[config.mk]
export PLATFORM = sky130hd
export DESIGN_NAME = sal_ref_timer
export DESIGN_NICKNAME = d
export VERILOG_FILES = /design/src/rtl/sal_ref_timer.sv
export SDC_FILE = /design/constraint.sdc
export NUM_CORES = 1
export LEC_CHECK = 0
export BUFFER_PORTS_ARGS = -buffer_cell sky130_fd_sc_hd__clkbuf_2
export CAP_MARGIN = 25
export CORE_MARGIN = 3
export CORE_UTILIZATION = 51
export DETAILED_ROUTE_END_ITERATION = 16
export GPL_TIMING_DRIVEN = 0
export PLACE_DENSITY = 0.77
export REMOVE_ABC_BUFFERS = 1
export SLEW_MARGIN = 20
export SYNTH_ARGS = -nofsm -noshare
export SYNTH_HDL_FRONTEND = slang
export SYNTH_SLANG_ARGS = --single-unit
[constraint.sdc]
create_clock -name clk -period 3 [get_ports clk]
set_clock_uncertainty 0.1 [all_clocks]
set_input_delay 0.45 -clock clk [delete_from_list [all_inputs] [get_ports clk]]
set_output_delay 0.45 -clock clk [all_outputs]
set_load 0.02 [all_outputs]
[src/rtl/sal_ref_timer.sv]
// Per-rank auto-refresh timer: counts tREFI intervals and tracks owed refreshes per bank.
// Optional build macro SAL_REF_STAGGER_EN spreads the bank ticks across the interval.
module sal_ref_timer #(
  parameter int NUM_BANKS    = 8,
  parameter int TREFI        = 1560,
  parameter int MAX_POSTPONE = 8
) (
  input  logic                   clk,
  input  logic                   rst,
  input  logic                   ref_en_i,
  output logic [NUM_BANKS-1:0]   ref_req_o,
  input  logic [NUM_BANKS-1:0]   ref_gnt_i,
  output logic [NUM_BANKS-1:0]   urgent_o,
  output logic                   ovf_o,
  output logic [4*NUM_BANKS-1:0] owed_o
);

  localparam int CW = $clog2(TREFI);
  localparam logic [CW-1:0] CNT_LAST = CW'(TREFI - 1);
  localparam logic [3:0] OWED_MAX = 4'(MAX_POSTPONE);

  logic [CW-1:0]        cnt;
  logic [3:0]           owed [NUM_BANKS];
  logic                 ovf;
  logic [NUM_BANKS-1:0] tick;
  logic [NUM_BANKS-1:0] gnt;

  // Tick and accepted-grant decode; grants against a zero count are dropped here
  always_comb begin
    tick = '0;
    gnt  = '0;
    for (int b = 0; b < NUM_BANKS; b++) begin
`ifdef SAL_REF_STAGGER_EN
      tick[b] = ref_en_i && (cnt == CW'(b * (TREFI / NUM_BANKS)));
`else
      tick[b] = ref_en_i && (cnt == CNT_LAST);
`endif
      gnt[b] = ref_gnt_i[b] && (owed[b] != 4'd0);
    end
  end

  always_ff @(posedge clk) begin
    if (rst) begin
      cnt <= '0;
      ovf <= 1'b0;
      for (int b = 0; b < NUM_BANKS; b++) begin
        owed[b] <= 4'd0;
      end
    end else begin
      if (!ref_en_i || cnt == CNT_LAST) begin
        cnt <= '0;
      end else begin
        cnt <= cnt + 1'b1;
      end
      // A tick and a grant together cancel out, so only one-sided events move the count
      for (int b = 0; b < NUM_BANKS; b++) begin
        if (tick[b] && !gnt[b]) begin
          if (owed[b] == OWED_MAX) begin
            ovf <= 1'b1;
          end else begin
            owed[b] <= owed[b] + 4'd1;
          end
        end else if (gnt[b] && !tick[b]) begin
          owed[b] <= owed[b] - 4'd1;
        end
      end
    end
  end

  always_comb begin
    ref_req_o = '0;
    urgent_o  = '0;
    owed_o    = '0;
    for (int b = 0; b < NUM_BANKS; b++) begin
      ref_req_o[b]      = (owed[b] != 4'd0);
      urgent_o[b]       = (owed[b] == OWED_MAX);
      owed_o[4*b +: 4]  = owed[b];
    end
  end

  assign ovf_o = ovf;

endmodule

==> flow_summary.ini <==
[outcome]
status = complete, no violations

[global_routing]
grt_pass1_vias = 2741
grt-ovfl-total = 0
grt_use_total_pct = 20.87
antenna_found_initial = 0
grt_max_degree = 45
grt_pass1_wl_mm = 12.71

[pwr]
power_frac_clock_pct = 16.5
p_int_mw = 1.365
p_sw_share_pct = 42.04
comb_power_share_pct = 44.0
p_switching_mw = 0.9901
seqPwrFrac_pct = 39.5
ir_worst_vdd_mv = 0.3863
powerDensity_mw_per_mm2 = 599.8
p_leak_nw = 1.644

[setup_path]
crit_path_end_kind = register
crit_chain = ha_1 > and2_4 > a41oi_4 > buf_4 > nand3_2 > inv_1 > ha_4 > a21oi_2 > nand2_1 > or4b_1 > a32oi_1
worst_ep_arrival_time_ps = 2920
cp-start-kind = register
regToRegEndpoint = owed[0][3]$_SDFFCE_PN0P_
critPathSlowestCell = or4b_1
r2r_start = cnt[0]$_SDFF_PP0_
worst-path-buf-inv = 2
startpoint = cnt[0]$_SDFF_PP0_
worstSetupPathType = reg2reg
cpPeakStageDelay_ps = 530
crit_required_ps = 3030
worstSetupEndpoint = owed[0][3]$_SDFFCE_PN0P_
crit_fanout = 12
cp_top_family = simple AND/OR/NAND/NOR gates
path_depth = 11
reg2reg_depth = 11
r2r_slack_ps = 110

[logic_synthesis]
synth.area.mux_share_pct = 5.148
yosysMostFrequentCell = inv_1
synth_xor_xnor_area_share_pct = 4.239
ys_seq_area_share_pct = 36.34
synthArstFlopShare_pct = 0
synth_top_family_by_area = simple AND/OR/NAND/NOR gates
synthSimpleGateAreaFrac_pct = 25.44
synth_area_mm2 = 0.003306
synthCells = 344
yosysUniqueCellTypes = 50
ys.flop_type = edfxtp_1
synth_largest_area_cell = edfxtp_1
synth-edff-count = 32
synth.area.top_cells = edfxtp_1 (29%), dfxtp_1 (7.3%), ha_1 (6.4%), mux2i_1 (5.1%), fa_1 (4.2%)
synth_compound_area_share_pct = 11.58
ys_warn_count = 0
yosysTopAreaCellShare_pct = 29.07
ys_seq_elements = 44
synth_area_per_cell_um2 = 9.610
synthTopCellsByCount = inv_1 (35), edfxtp_1 (32), nand3_1 (21)
synth_fa_ha_area_share_pct = 10.67

[clocking]
numCtsBuffers = 5
clk_pin_slew_ps = 80
clock_sinks = 44
cts_htree_levels = 2
clock_latency_ps = 300
cts_root_buf = clkbuf_8
cts_tree = done
cts_buffer_depth = 2

[place]
port_buffers = 59
post-place-ws_ps = -715.7
place_area_mm2 = 0.003621
gp_congestion = 0.8270
dpl.hpwl_mm = 5.464

[sta]
fin_setup_tns_ps = 0
slew_headroom_pct = 64.12
period_share_pct = 96.26
maxSlewViolCount = 0
setup_viol = 0
tightest_slew_ps = 538.2
final_hold_viol_count = 0
max_freq_mhz = 346.3
min_period_ps = 2888
worst_slack_ps = 112.3

[floorplanning]
ios = 60
die-height_um = 86.51
core_area_mm2 = 0.006096
chipWidth_um = 86.51
rows = 28
die_area_mm2 = 0.007484
initial_core_util_pct = 54.23

[drt]
vias_per_cell = 6.027
vias = 2923
wirelength_mm = 7.768
wire_per_inst_um = 16.02
drt_iter0_drc = 230
drc = 0
antenna_left = 0
first_pass_iters = 5

[min_path]
min_from = cnt[0]$_SDFF_PP0_
hold_path.class = reg2reg

[layout]
final_net_count = 444
final_area_mm2 = 0.003926
antenna_cells = 0
drive_gt1_share_pct = 26.34
syn_to_final_growth_pct = 18.77

[job]
drv_cap = 0
## worst min-delay path by stage
stage,endpoint,depth (start not counted)
3_5_place_dp,cnt[0]$_SDFF_PP0_,1
5_1_grt,cnt[0]$_SDFF_PP0_,1
6_report,cnt[0]$_SDFF_PP0_,1
4_1_cts,cnt[0]$_SDFF_PP0_,1
3_3_place_gp,cnt[0]$_SDFF_PP0_,1
2_1_floorplan,cnt[0]$_SDFF_PP0_,1
## state kept, by name, summed over array words and instances (netlist names)
| register | flops |
|---|---|
| cnt | 11 |
| ovf_o | 1 |
| owed | 32 |
## cells in the final DEF (no fill, tap or decap), drive strengths merged, types with 8 or more instances in the layout
cell type,synthesis,routed
mux2i,17,17
a21oi,15,15
dfxtp,12,12
inv,35,35
nor3,8,8
nand2,17,17
ha,17,17
nor4,15,15
buf,5,12
nand3,21,21
nor2,20,20
xor2,15,15
clkbuf,9,65
edfxtp,32,32
nand2b,15,15
## cells by family (layout without fill, tap and decap cells)
| logic type | Yosys count | in the layout |
|---|---|---|
| xor gates and xnor gates | 16 | 16 |
| and+or+nand+nor | 138 | 138 |
| buffers and inverters | 49 | 114 |
| AOI/OAI and AO/OA | 56 | 57 |
| muxes | 17 | 17 |
| DFF | 44 | 44 |
| adders and majority gates | 24 | 24 |
## routing by layer
| metal | vias to the layer above | global-route usage (%) | wire length [µm] |
|---|---|---|---|
| li1 | 1414 | - | - |
| met1 | 1398 | 28.13 | 3376 |
| met2 | 101 | 35.54 | 3821 |
| met3 | 10 | 3.327 | 494 |
| met4 | 0 | 4.391 | 75 |
| met5 | - | 0 | 0 |
## stage by stage
step | instances | power (mW) | utilization, % | hold slack, ps
after CTS | 477 | 2.314 | 62.23 | 360.2
after global placement | 464 | 1.883 | 59.20 | 323.1
after detailed placement | 465 | 1.914 | 59.40 | 342.8
final | 485 | 2.355 | 64.41 | 355.8
after global routing | 485 | 2.521 | 64.41 | 386.3
after floorplan | 330 | 1.602 | - | 313.2
## what timing repair did
| action | 4_1_cts | 5_1_grt |
|---|---|---|
| resized for setup | 8 | 14 |
| cloned | 1 | 0 |
| hold buffers | 0 | 0 |
| buffers inserted | 3 | 8 |
| pin swaps | 1 | 9 |
| endpoints found under the setup margin | 6 | 6 |
## power by group through the flow
stage	combinational (mW)	clock (mW)	sequential, mW
floorplan	0.576	0	1.03
global placement	0.952	0	0.930
detailed placement	0.981	0	0.933
CTS	0.994	0.400	0.920
global route	1.15	0.423	0.950
finish	1.04	0.389	0.930
## layout make-up
cell class	instances	area, µm²
fillers	495	2170
multi-input cells	252	2012
flip-flops and latches	44	1205
repair buffers	71	391.6
inverters	35	131.4
well taps	75	93.84
clock buffers	6	82.58
clock inverters	2	10.01
No activity file was read; power rests on OpenSTA's default activity.
